## config.mk

```make
export PLATFORM = sky130hd
export DESIGN_NAME = traffic_intersection_ctrl_flat
export DESIGN_NICKNAME = d
export VERILOG_FILES = /design/src/rtl/traffic_intersection_ctrl.sv /design/src/rtl/traffic_intersection_ctrl_if.sv /design/src/flat_wrapper.sv
export SDC_FILE = /design/constraint.sdc
export NUM_CORES = 1
export LEC_CHECK = 0
export ABC_AREA = 0
export ABC_CLOCK_PERIOD_IN_PS = 1860
export CAP_MARGIN = 5
export CORE_AREA = 2 2 45 47
export DETAILED_ROUTE_END_ITERATION = 16
export DIE_AREA = 0 0 47 49
export PLACE_DENSITY = 0.69
export SETUP_SLACK_MARGIN = 0.05
export SLEW_MARGIN = 25
export SYNTH_ARGS = -nofsm -noshare
export SYNTH_HDL_FRONTEND = slang
export SYNTH_SLANG_ARGS = --single-unit
```

## constraint.sdc

```tcl
create_clock -name clk -period 1.86 [get_ports clk]
set_input_delay 0.558 -clock clk [delete_from_list [all_inputs] [get_ports clk]]
set_output_delay 0.558 -clock clk [all_outputs]
set_load 0.05 [all_outputs]
```

## src/rtl/traffic_intersection_ctrl.sv

```systemverilog
// Two-road intersection controller. The main road holds green by default;
// the side road gets a timed green after a latched car or pedestrian request,
// extended while side cars remain, up to a hard maximum.
package traffic_intersection_pkg;
  typedef enum logic [2:0] {
    MG  = 3'd0,
    MY  = 3'd1,
    AR1 = 3'd2,
    SG  = 3'd3,
    SY  = 3'd4,
    AR2 = 3'd5
  } state_t;
endpackage

module traffic_intersection_ctrl
  import traffic_intersection_pkg::*;
#(
  parameter int CNT_W     = 4,
  parameter int GREEN_MIN = 4,
  parameter int GREEN_MAX = 10,
  parameter int YELLOW_T  = 2,
  parameter int ALLRED_T  = 1
) (
  input logic                        clk,
  input logic                        reset,
  traffic_intersection_ctrl_if.slave bus
);

  localparam logic [CNT_W-1:0] D_ONE = CNT_W'(1);
  localparam logic [CNT_W-1:0] D_SAT = '1;
  localparam logic [CNT_W-1:0] G_MIN = CNT_W'(GREEN_MIN);
  localparam logic [CNT_W-1:0] G_MAX = CNT_W'(GREEN_MAX);
  localparam logic [CNT_W-1:0] Y_T   = CNT_W'(YELLOW_T);
  localparam logic [CNT_W-1:0] AR_T  = CNT_W'(ALLRED_T);

  state_t           state_q, state_d;
  logic [CNT_W-1:0] d_q, d_d;
  logic             side_pend_q, side_pend_d;
  logic             ped_pend_q, ped_pend_d;
  logic             ped_grant_q, ped_grant_d;
  logic             demand;
  logic             enter_sg;

  assign demand = side_pend_q | ped_pend_q | bus.car_side | bus.ped_req;

  // Next-state decision from the current phase and its dwell count.
  always_comb begin
    // NOTE: every comb output gets a default first, so no path can infer a latch.
    state_d = state_q;
    case (state_q)
      MG:      if (d_q >= G_MIN && demand) state_d = MY;
      MY:      if (d_q == Y_T)             state_d = AR1;
      AR1:     if (d_q == AR_T)            state_d = SG;
      SG:      if ((d_q >= G_MIN && !bus.car_side) || d_q == G_MAX) state_d = SY;
      SY:      if (d_q == Y_T)             state_d = AR2;
      AR2:     if (d_q == AR_T)            state_d = MG;
      default:                             state_d = AR2;  // illegal code: recover via all-red
    endcase
  end

  // Dwell counter and request latches; entering SG consumes pending requests.
  always_comb begin
    enter_sg    = (state_q != SG) && (state_d == SG);
    d_d         = (state_d != state_q) ? D_ONE :
                  (d_q == D_SAT)       ? d_q   : d_q + D_ONE;
    side_pend_d = enter_sg ? 1'b0 : (side_pend_q | bus.car_side);
    ped_pend_d  = enter_sg ? 1'b0 : (ped_pend_q | bus.ped_req);
    ped_grant_d = enter_sg ? (ped_pend_q | bus.ped_req) : ped_grant_q;
  end

  // State register and bookkeeping, cleared asynchronously by reset.
  always_ff @(posedge clk or posedge reset) begin
    if (reset) begin
      state_q     <= MG;
      d_q         <= D_ONE;
      side_pend_q <= 1'b0;
      ped_pend_q  <= 1'b0;
      ped_grant_q <= 1'b0;
    end else begin
      // NOTE: non-blocking so every register updates from pre-edge values.
      state_q     <= state_d;
      d_q         <= d_d;
      side_pend_q <= side_pend_d;
      ped_pend_q  <= ped_pend_d;
      ped_grant_q <= ped_grant_d;
    end
  end

  // Moore lamp decode from the state register only; unknown codes show all-red.
  always_comb begin
    bus.main_g   = 1'b0;
    bus.main_y   = 1'b0;
    bus.main_r   = 1'b0;
    bus.side_g   = 1'b0;
    bus.side_y   = 1'b0;
    bus.side_r   = 1'b0;
    case (state_q)
      MG: begin bus.main_g = 1'b1; bus.side_r = 1'b1; end
      MY: begin bus.main_y = 1'b1; bus.side_r = 1'b1; end
      SG: begin bus.main_r = 1'b1; bus.side_g = 1'b1; end
      SY: begin bus.main_r = 1'b1; bus.side_y = 1'b1; end
      default: begin bus.main_r = 1'b1; bus.side_r = 1'b1; end
    endcase
    bus.ped_walk = (state_q == SG) && (d_q <= G_MIN) && ped_grant_q;
  end

  assign bus.state_o = state_q;

endmodule

```

## src/rtl/traffic_intersection_ctrl_if.sv

```systemverilog
// Signal bundle between the road sensors/buttons, the intersection
// controller and the lamp drivers.
interface traffic_intersection_ctrl_if;
  logic       car_side;
  logic       ped_req;
  logic       main_g;
  logic       main_y;
  logic       main_r;
  logic       side_g;
  logic       side_y;
  logic       side_r;
  logic       ped_walk;
  logic [2:0] state_o;

  // Sensor/button side: drives requests, watches lamps.
  modport master (
    output car_side, ped_req,
    input  main_g, main_y, main_r, side_g, side_y, side_r, ped_walk, state_o
  );

  // Controller side: reads requests, drives lamps.
  modport slave (
    input  car_side, ped_req,
    output main_g, main_y, main_r, side_g, side_y, side_r, ped_walk, state_o
  );
endinterface

```

## src/flat_wrapper.sv

```systemverilog
// flat-port wrapper written by rule: the top's interface ports become plain ports
module traffic_intersection_ctrl_flat import traffic_intersection_pkg::*;
#(
  parameter int CNT_W     = 4,
  parameter int GREEN_MIN = 4,
  parameter int GREEN_MAX = 10,
  parameter int YELLOW_T  = 2,
  parameter int ALLRED_T  = 1
)
  (clk, reset, bus_car_side, bus_ped_req, bus_main_g, bus_main_y, bus_main_r, bus_side_g, bus_side_y, bus_side_r, bus_ped_walk, bus_state_o);
  traffic_intersection_ctrl_if bus_i ();
  input logic clk;
  input logic reset;
  input wire logic [$bits(bus_i.car_side)-1:0] bus_car_side;
  input wire logic [$bits(bus_i.ped_req)-1:0] bus_ped_req;
  output wire logic [$bits(bus_i.main_g)-1:0] bus_main_g;
  output wire logic [$bits(bus_i.main_y)-1:0] bus_main_y;
  output wire logic [$bits(bus_i.main_r)-1:0] bus_main_r;
  output wire logic [$bits(bus_i.side_g)-1:0] bus_side_g;
  output wire logic [$bits(bus_i.side_y)-1:0] bus_side_y;
  output wire logic [$bits(bus_i.side_r)-1:0] bus_side_r;
  output wire logic [$bits(bus_i.ped_walk)-1:0] bus_ped_walk;
  output wire logic [$bits(bus_i.state_o)-1:0] bus_state_o;
  assign bus_i.car_side = bus_car_side;
  assign bus_i.ped_req = bus_ped_req;
  assign bus_main_g = bus_i.main_g;
  assign bus_main_y = bus_i.main_y;
  assign bus_main_r = bus_i.main_r;
  assign bus_side_g = bus_i.side_g;
  assign bus_side_y = bus_i.side_y;
  assign bus_side_r = bus_i.side_r;
  assign bus_ped_walk = bus_i.ped_walk;
  assign bus_state_o = bus_i.state_o;
  traffic_intersection_ctrl #(.CNT_W(CNT_W), .GREEN_MIN(GREEN_MIN), .GREEN_MAX(GREEN_MAX), .YELLOW_T(YELLOW_T), .ALLRED_T(ALLRED_T)) u_core (.clk(clk), .reset(reset), .bus(bus_i));
endmodule
```

==> out/summary.txt, run 1 <==
Leakage -> 0.671 nW
Crit. End Element -> primary output
Ant diodes -> 0
Clk_lat worst skew -> 0.29 ns
Arrival time at the worst endpoint -> 1.58 ns
Most common cell after layout, fill and taps aside -> buf_4
DP HPWL -> 1.62 mm
Detailed Route Iter0 Violations -> 12
Post-synth design cell area -> 761 sq um
Row count -> 16
Max incr delay on CP -> 0.59 ns
Initial Util -> 0.413
Post-layout min period -> 2.14 ns
Vias -> 875
Post-synthesis average cell area -> 9.17 sq um
Final setup viols -> 12
Die ar. -> 0.00230 sq mm
Worst Skew -> 0.0150 ns
Max-cap violations -> 0
Clock sink count -> 10
Crit Path Class -> register to primary output
Worst slew pin tran -> 0.393 ns
Syn nets -> 91
Main synth FF type -> dfrtp_1
Post-synth EDFFs -> 0
TritonRoute pass-1 iters -> 4
FF+latch count, synth -> 10
WL per Instance -> 18.7 microns
Root buf cell -> clkbuf_4
RSZ-0062 raised after global routing -> yes
Final Hold Viols -> 0
Ys async rst share -> 1.00
H-tree levels -> 1
Remaining DRCs -> 0
Layout Nets -> 145
Top sig layer -> met4
Critical-path cell list -> inv_2 -> ha_4 -> nand2b_4 -> and4b_4 -> buf_12
Max IR drop VDD -> 1170 uV
Final period utilization -> 1.15
Met3 routed WL -> 147 microns
Sw Pwr -> 1.25 mW
Initial antenna violation count -> 0
Flop2flop setup slack -> -0.19 ns
Largest net degree at the start of global routing -> 11
Post-placement cell area -> 0.00119 sq mm
Status -> complete, but fails checks
Share of cells above drive strength 1 -> 0.691
Antenna viol nets, final -> 0
# hold bufs at CTS -> 0
Register area -> 255 sq um
Multi-input logic area -> 612 sq um
Synth Instances -> 83
CP startpoint kind -> register
GR Overflow Total -> 0
Reg power frac -> 0.145
IO Port Bufs -> 13
Number of global-route vias before repair -> 886
Global-route wire length before repair -> 4.06 mm
Synth cell types -> 40
Post-Layout Inst Area -> 0.00153 sq mm
GRT Total Usage -> 0.256
IO Count -> 14
CTS tree -> done
Die width -> 47 microns
Final Core Density -> 0.833
Most frequent cells in the layout -> buf_4, buf_6, buf_12
Max_slew headroom -> 0.738
Comb power frac -> 0.782
Sw Share -> 0.432
Die span in y -> 49 microns
Worst Path Required -> 1.30 ns
Clk buf depth -> 2
Worst-path fanout max -> 3
Final setup TNS -> -1.28 ns
TritonCTS buffer count -> 3
Worst-path clk slew -> 0.08 ns
Max Slew Vio Count -> 0
Violated checks -> negative setup slack
Slowest library cell on the worst path -> dfstp_2
Worst Slack Setup Final -> -0.282 ns
Clock share of power -> 0.073
Filler Cells Inserted -> 94
Vias/cell -> 5.37
Gpl congestion -> 0.845
Area Overhead vs Synth -> 102%
Fmax achieved -> 467 MHz
Total length of routed wires -> 3.05 mm
Pwr per Cell Area -> 1890 mW/mm^2
Hold/Removal Path Class -> input port to async pin
Tot Pwr -> 2.90 mW
Metal1 wirelength -> 1.13 mm
CORE AREA -> 0.00184 sq mm
Met2 wire len -> 1.59 mm
Internal power -> 1.65 mW
Ys Warns -> 0
Sequential share of the synthesized area -> 0.331
==> synth_stat cells, types with 2 or more instances <==
| cell | n | area (sq um) |
|---|---|---|
| nand3_1 | 2 | 10.0 |
| nor3b_1 | 2 | 15.0 |
| mux2i_1 | 3 | 30.0 |
| or3b_2 | 4 | 35.0 |
| nor2_1 | 8 | 30.0 |
| nor3_1 | 2 | 10.0 |
| inv_1 | 6 | 22.5 |
| or2_2 | 2 | 12.5 |
| ha_1 | 4 | 50.1 |
| nand4_1 | 3 | 18.8 |
| o21ai_0 | 4 | 20.0 |
| dfrtp_1 | 9 | 225 |
| nand2_1 | 3 | 11.3 |
| nor2b_1 | 2 | 12.5 |
| a21oi_1 | 4 | 20.0 |
==> routing by layer <==
layer | vias to the layer above | GRT usage
li1 | 404 | -
met5 | - | 0
met1 | 421 | 0.267
met2 | 33 | 0.434
met3 | 17 | 0.0667
met4 | 0 | 0.153
==> per-stage QoR <==
step | worst slack, ns | hold slack, ns | cells
2_1_floorplan | -0.476 | 0.397 | 83
3_3_place_gp | -0.580 | 0.481 | 142
3_5_place_dp | -0.610 | 0.551 | 142
4_1_cts | -0.224 | 0.551 | 162
5_1_grt | -0.303 | 0.603 | 163
6_report | -0.282 | 0.539 | 163
==> state kept, by name (all words and copies together) (netlist names) <==
signal,cells
u_core.d_q,4
u_core.bus.state_o,3
u_core.ped_grant_q,1
u_core.ped_pend_q,1
u_core.side_pend_q,1
==> worst paths after layout <==
check / startpoint / endpoint / cells after the start
setup / recovery: u_core.d_q[0] / bus_ped_walk / 5
hold / removal: reset / u_core.side_pend_q / 2
setup reg to reg: u_core.d_q[0] / u_core.d_q[2] / 7
hold reg to reg: u_core.ped_pend_q / u_core.ped_pend_q / 2
max in group asynchronous: reset / u_core.bus.state_o[0] / 2
min in group clk: u_core.ped_pend_q / u_core.ped_pend_q / 2
==> layout make-up <==
type | instances | share of cell area
Multi-Input combinational cell | 63 | 0.399
Timing Repair Buffer | 53 | 0.373
Sequential cell | 10 | 0.166
Clock buffer | 4 | 0.0237
Tap cell | 27 | 0.0220
Inverter | 6 | 0.0163
==> power by group through the flow <==
stage | Sequential (mW) | Combinational, mW | Clock [mW]
detailed placement | 0.435 | 1.64 | 0
floorplan | 0.462 | 0.885 | 0
finish | 0.422 | 2.27 | 0.211
global placement | 0.430 | 1.60 | 0
CTS | 0.401 | 2.09 | 0.201
global route | 0.430 | 2.38 | 0.223
==> worst max-delay path, delay by kind of cell (launching register included) <==
kind                       cells  cell delay (ns)
adders and majority gates      1             0.15
DFF                            1             0.59
and+or+nand+nor                2             0.34
buffers and inverters          2             0.21
==> cells by family after synthesis <==
group	share of synthesized area
AOI/OAI and AO/OA	0.158
xor gates and xnor gates	0.0115
adders and majority gates	0.0658
buffers and inverters	0.0658
DFF	0.331
muxes	0.0740
and+or+nand+nor	0.294
==> timing repair <==
action | in CTS | in global routing
pin swaps | 8 | 6
hold endpoints to repair | 0 | 0
setup endpoints to repair | 15 | 18
resized for setup | 27 | 21
buffers inserted | 16 | 2
Note: power is estimated with default switching activity, not from simulation.
==> run 2: changes to the inputs <==
--- a/config.mk
+++ b/config.mk
@@ -12,6 +12,7 @@
 export DETAILED_ROUTE_END_ITERATION = 16
 export DIE_AREA = 0 0 47 49
 export PLACE_DENSITY = 0.69
+export RECOVER_POWER = 50
 export SETUP_SLACK_MARGIN = 0.05
 export SLEW_MARGIN = 25
 export SYNTH_ARGS = -nofsm -noshare
==> run 2 against run 1 <==
Compared with the run above:
- the run still ends with negative setup slack left
- final cell count did not move
- worst hold slack improved by 0.043 ns
- sequential cell count did not move
- critical path depth did not move
- clock skew did not move
- first-iteration DRC count did not move
- critical endpoint unchanged
==> out/summary.txt, run 2 (synthesized netlist as in run 1, its figures left out) <==
Final period utilization -> 1.15 (unchanged)
FF-to-FF Start -> u_core.d_q[0]
Min-delay src -> u_core.ped_pend_q
Hold/Removal Path Class -> register to register
Row count -> 16 (unchanged)
Max IR drop VDD -> 1170 uV (about the same)
Ant diodes -> 0 (unchanged)
Global-route wire length before repair -> 4.06 mm (unchanged)
Clk buf depth -> 2 (unchanged)
Number of global-route vias before repair -> 886 (unchanged)
Area Overhead vs Synth -> 102% (unchanged)
Fmax achieved -> 467 MHz (unchanged)
Max reg flops -> 4 (unchanged)
DP HPWL -> 1.62 mm (unchanged)
CP startpoint kind -> register
Register-to-Register Path Depth -> 7 (unchanged)
Top reg by flops -> u_core.d_q
WL per Instance -> 18.7 microns (about the same)
Worst Slack Setup Final -> -0.282 ns (unchanged)
Layout Nets -> 145 (unchanged)
Remaining DRCs -> 0 (unchanged)
Max Slew Vio Count -> 0 (unchanged)
Post-Layout Inst Area -> 0.00153 sq mm (unchanged)
IO Port Bufs -> 13 (unchanged)
Flop2flop setup slack -> -0.19 ns (about the same)
Crit Path Class -> register to primary output
Final setup viols -> 12 (unchanged)
Hold path cells -> 2
Clock sink count -> 10 (unchanged)
Largest net degree at the start of global routing -> 11 (unchanged)
Pwr per Cell Area -> 1890 mW/mm^2 (about the same)
Post-layout min period -> 2.14 ns (unchanged)
Worst-path fanout max -> 3 (unchanged)
CORE AREA -> 0.00184 sq mm (unchanged)
TritonRoute pass-1 iters -> 4 (unchanged)
Initial Util -> 0.413 (unchanged)
Final Hold Viols -> 0 (unchanged)
Worst Skew -> 0.0150 ns (unchanged)
R2r endpoint -> u_core.d_q[2]
Hold Path End -> u_core.ped_pend_q
GR Overflow Total -> 0 (unchanged)
Worst-path clk slew -> 0.08 ns (about the same)
Share of cells above drive strength 1 -> 0.691 (unchanged)
Vias -> 875 (unchanged)
Tot Pwr -> 2.90 mW (about the same)
Most frequent cells in the layout -> buf_4, buf_6, buf_12
Crit. End Element -> primary output
Max-cap violations -> 0 (unchanged)
Antenna viol nets, final -> 0 (unchanged)
Die span in y -> 49 microns (unchanged)
Total length of routed wires -> 3.05 mm (about the same)
Violated checks -> negative setup slack
Max_slew headroom -> 0.738 (about the same)
Arrival time at the worst endpoint -> 1.58 ns (about the same)
Leakage -> 0.671 nW (about the same)
Root buf cell -> clkbuf_4
Gpl congestion -> 0.845 (unchanged)
Worst Path Required -> 1.30 ns (about the same)
Vias/cell -> 5.37 (unchanged)
Initial antenna violation count -> 0 (unchanged)
Die ar. -> 0.00230 sq mm (unchanged)
CTS tree -> done
IO Count -> 14 (unchanged)
Die width -> 47 microns (unchanged)
Status -> complete, but fails checks
Placed Cells -> 142 (unchanged)
Filler Cells Inserted -> 94 (unchanged)
Most common cell after layout, fill and taps aside -> buf_4
H-tree levels -> 1 (unchanged)
GRT Total Usage -> 0.256 (unchanged)
Detailed Route Iter0 Violations -> 12 (unchanged)
Post-Layout Cell Count -> 163 (unchanged)
Post-placement cell area -> 0.00119 sq mm (unchanged)
TritonCTS buffer count -> 3 (unchanged)
RSZ-0062 raised after global routing -> yes
Worst slew pin tran -> 0.393 ns (-0.000273 ns)
# hold bufs at CTS -> 0 (unchanged)
Clk_lat worst skew -> 0.29 ns (about the same)
run 2: final cells by class:
type / count / area (sq um) / area share
tap: 27 / 33.8 / 0.0220
multi-input combinational: 63 / 612 / 0.399
timing repair buffer: 53 / 572 / 0.373
clock buffer: 4 / 36.3 / 0.0237
sequential: 10 / 255 / 0.166
inverter: 6 / 25.0 / 0.0163
run 2: stage by stage:
| stage | hold WS (ns) | TNS [ns] | utilization | worst slack (ns) |
|---|---|---|---|---|
| 6_report | 0.582 | -1.28 | 0.833 | -0.282 |
| 5_1_grt | 0.612 | -1.70 | 0.833 | -0.303 |
| 4_1_cts | 0.551 | -1.17 | 0.792 | -0.224 |
| 3_5_place_dp | 0.551 | -3.41 | 0.647 | -0.610 |
| 3_3_place_gp | 0.481 | -2.95 | 0.647 | -0.580 |
| 2_1_floorplan | 0.397 | -1.66 | - | -0.476 |
run 2: where the power goes:
part	switching, mW	internal, mW
registers	0.108	0.315
logic	1.06	1.21
clock network	0.0915	0.119
total	1.25	1.65
run 2: layer usage:
layer	routed length (microns)	GRT usage
met1	1130	0.267
met5	0	0
met2	1590	0.434
met4	176	0.153
met3	147	0.0667
run 2: what timing repair did:
item | in CTS | in global routing
endpoints found under the setup margin | 15 | 18
pin swaps | 8 | 6
resized for setup | 27 | 21
buffers inserted | 16 | 2
run 2: how the worst max path moves through the flow:
stage	to	slack, ns	startpoint	cells after the start
after global placement	u_core.d_q[1]	-0.58	bus_car_side	6
after global routing	bus_ped_walk	-0.30	u_core.d_q[0]	5
after detailed placement	u_core.d_q[2]	-0.61	bus_car_side	6
after floorplan	bus_ped_walk	-0.48	u_core.bus.state_o[1]	4
final	bus_ped_walk	-0.28	u_core.d_q[0]	5
after CTS	bus_ped_walk	-0.22	u_core.d_q[0]	5
run 2: critical path: stages (launching register included):
cell and delay [ns]:
dfstp_2 0.59, inv_2 0.07, ha_4 0.15, nand2b_4 0.13
and4b_4 0.21, buf_12 0.14
==> run 3: changes to the inputs <==
--- a/config.mk
+++ b/config.mk
@@ -8,9 +8,10 @@
 export ABC_AREA = 0
 export ABC_CLOCK_PERIOD_IN_PS = 1860
 export CAP_MARGIN = 5
-export CORE_AREA = 2 2 45 47
+export CORE_AREA = 2 2 41 43
 export DETAILED_ROUTE_END_ITERATION = 16
-export DIE_AREA = 0 0 47 49
+export DIE_AREA = 0 0 43 45
+export DONT_BUFFER_PORTS = 1
 export PLACE_DENSITY = 0.69
 export RECOVER_POWER = 50
 export SETUP_SLACK_MARGIN = 0.05
==> run 3 against run 2 <==
Compared with the run above:
- global-route usage increased by 1.5 points
- final cell count decreased by 17%
- largest power group unchanged
- the run still ends with negative setup slack left
- register-to-register slack improved by 0.02 ns
- die area decreased by 16%
==> out/summary.txt, run 3 (synthesized netlist as in run 1, its figures left out) <==
TritonRoute pass-1 iters -> 4 (unchanged)
Max reg flops -> 4 (unchanged)
Global-route wire length before repair -> 3.72 mm (-8.5%)
Violated checks -> negative setup slack
IO Count -> 14 (unchanged)
Filler Cells Inserted -> 73 (-22%)
GR Overflow Total -> 0 (unchanged)
Vias/cell -> 6.04 (+12%)
Hold/Removal Path Class -> input port to async pin
IO Port Bufs -> 0 (-13)
Pwr per Cell Area -> 1980 mW/mm^2 (+4.7%)
Worst-path clk slew -> 0.07 ns (about the same)
Worst Path Required -> 1.30 ns (about the same)
Clk_lat worst skew -> 0.27 ns (-0.02 ns)
Clock sink count -> 10 (unchanged)
RSZ-0062 raised after global routing -> yes
Register-to-Register Path Depth -> 7 (unchanged)
Worst slack, placed -> -0.200 ns (+0.410 ns)
Crit Path Class -> register to primary output
Root buf cell -> clkbuf_4
Ant diodes -> 0 (unchanged)
Initial Util -> 0.517 (+0.104)
Worst Slack Setup Final -> -0.225 ns (+0.0573 ns)
Max incr delay on CP -> 0.56 ns (-0.03 ns)
Most common cell after layout, fill and taps aside -> buf_4
CORE AREA -> 0.00147 sq mm (-20%)
Fmax achieved -> 480 MHz (+2.7%)
GRT Total Usage -> 0.271 (+0.0153)
Antenna viol nets, final -> 0 (unchanged)
Final Core Density -> 0.850 (+0.0175)
Max IR drop VDD -> 1140 uV (-2.7%)
Flop2flop setup slack -> -0.17 ns (+0.02 ns)
Final Hold Viols -> 0 (unchanged)
Share of cells above drive strength 1 -> 0.617 (-0.0745)
CP startpoint kind -> register
Clk buf depth -> 2 (unchanged)
Row count -> 14 (-2)
Max-cap violations -> 0 (unchanged)
Number of global-route vias before repair -> 781 (-12%)
R2r endpoint -> u_core.d_q[2]
Multi-input logic area -> 594 sq um (-2.9%)
Register area -> 255 sq um (unchanged)
Top reg by flops -> u_core.d_q
Final period utilization -> 1.12 (-0.0308)
Remaining DRCs -> 0 (unchanged)
Area Overhead vs Synth -> 64.5%
Post-Layout Inst Area -> 0.00125 sq mm (-18%)
Slowest library cell on the worst path -> dfstp_2
Crit. End Element -> primary output
WL per Instance -> 18.0 microns (-3.7%)
CTS tree -> done
Tot Pwr -> 2.48 mW (-15%)
Arrival time at the worst endpoint -> 1.53 ns (-0.05 ns)
Vias -> 821 (-6.2%)
Die span in y -> 45 microns (-8.2%)
Critical-path cell list -> inv_2 -> buf_6 -> ha_4 -> nand2b_4 -> and4b_4
Max_slew headroom -> 0.739 (+0.00105)
Max Slew Vio Count -> 0 (unchanged)
Post-layout min period -> 2.08 ns (-0.0573 ns)
Post-placement cell area -> 953 sq um (-20%)
TritonCTS buffer count -> 3 (unchanged)
Leakage -> 0.550 nW (-18%)
FF-to-FF Start -> u_core.d_q[0]
Total length of routed wires -> 2.45 mm (-20%)
DP HPWL -> 1.35 mm (-16%)
Status -> complete, but fails checks
Initial antenna violation count -> 0 (unchanged)
Worst slew pin tran -> 0.391 ns (-0.00197 ns)
Final setup viols -> 10 (-2)
H-tree levels -> 1 (unchanged)
Die width -> 43 microns (-8.5%)
Gpl congestion -> 0.817 (-3.2%)
Die ar. -> 0.00194 sq mm (-16%)
Worst Skew -> 0.00877 ns (-0.00621 ns)
Detailed Route Iter0 Violations -> 25 (+13)
Worst-path fanout max -> 2 (-1)
Most frequent cells in the layout -> buf_4, buf_6, nor2_1
Layout Nets -> 129 (-11%)
Largest net degree at the start of global routing -> 12 (+1)
# hold bufs at CTS -> 0 (unchanged)
run 3: cell types whose count changed in the layout (fill, tap and decap cells not counted), sizes merged:
cell         before  now
buf              50   37
clkinvlp          0    1
dlygate4sd2       2    0
dlygate4sd3       1    0
inv               6    5
run 3: critical path: cells and delay by family (launching register included):
kind                     cells  cell delay (ns)
buffers and inverters        2             0.16
AND/OR/NAND/NOR              2             0.39
flip-flops                   1             0.56
adder cells (fa/ha/maj)      1             0.14
run 3: worst max path at each step:
stage               cells past startpoint  slack, ns                  start            end
floorplan                               4      -0.48  u_core.bus.state_o[1]   bus_ped_walk
global route                            5      -0.25          u_core.d_q[0]   bus_ped_walk
detailed placement                      5      -0.20           bus_car_side  u_core.d_q[2]
global placement                        5      -0.18           bus_car_side  u_core.d_q[2]
finish                                  5      -0.22          u_core.d_q[0]   bus_ped_walk
CTS                                     5      -0.19          u_core.d_q[0]   bus_ped_walk
run 3: power breakdown:
group | total (mW) | switching [mW] | internal, mW
Combinational | 1.91 | 0.966 | 0.942
Sequential | 0.408 | 0.0937 | 0.314
Clock | 0.162 | 0.0790 | 0.0831
run 3: per-stage QoR:
step,hold WS [ns],TNS (ns),instances
after floorplan,0.397,-1.66,83
after global placement,0.442,-0.795,117
after detailed placement,0.451,-0.779,117
after CTS,0.160,-0.694,131
after global routing,0.181,-1.69,136
final,0.146,-1.16,136
run 3: cell type report:
cell class              instances  area share
repair buffers                 37       0.261
well taps                      16      0.0160
flip-flops and latches         10       0.204
multi-input cells              63       0.475
clock buffers                   4      0.0210
inverters                       6      0.0230
run 3: what timing repair did:
action / CTS / global route
resized for setup: 31 / 8
pin swaps: 7 / 5
endpoints found under the setup margin: 13 / 16
buffers inserted: 10 / 6
run 3: metal layers:
metal  track usage  wire length, microns  part of all wire  vias up
met1         0.309                   899              0.37      381
met3        0.0760                   190             0.078       16
li1              -                     -                 -      370
met5             0                     0                 0        -
met4        0.0970                   100             0.041        0
met2         0.491                  1260              0.51       54
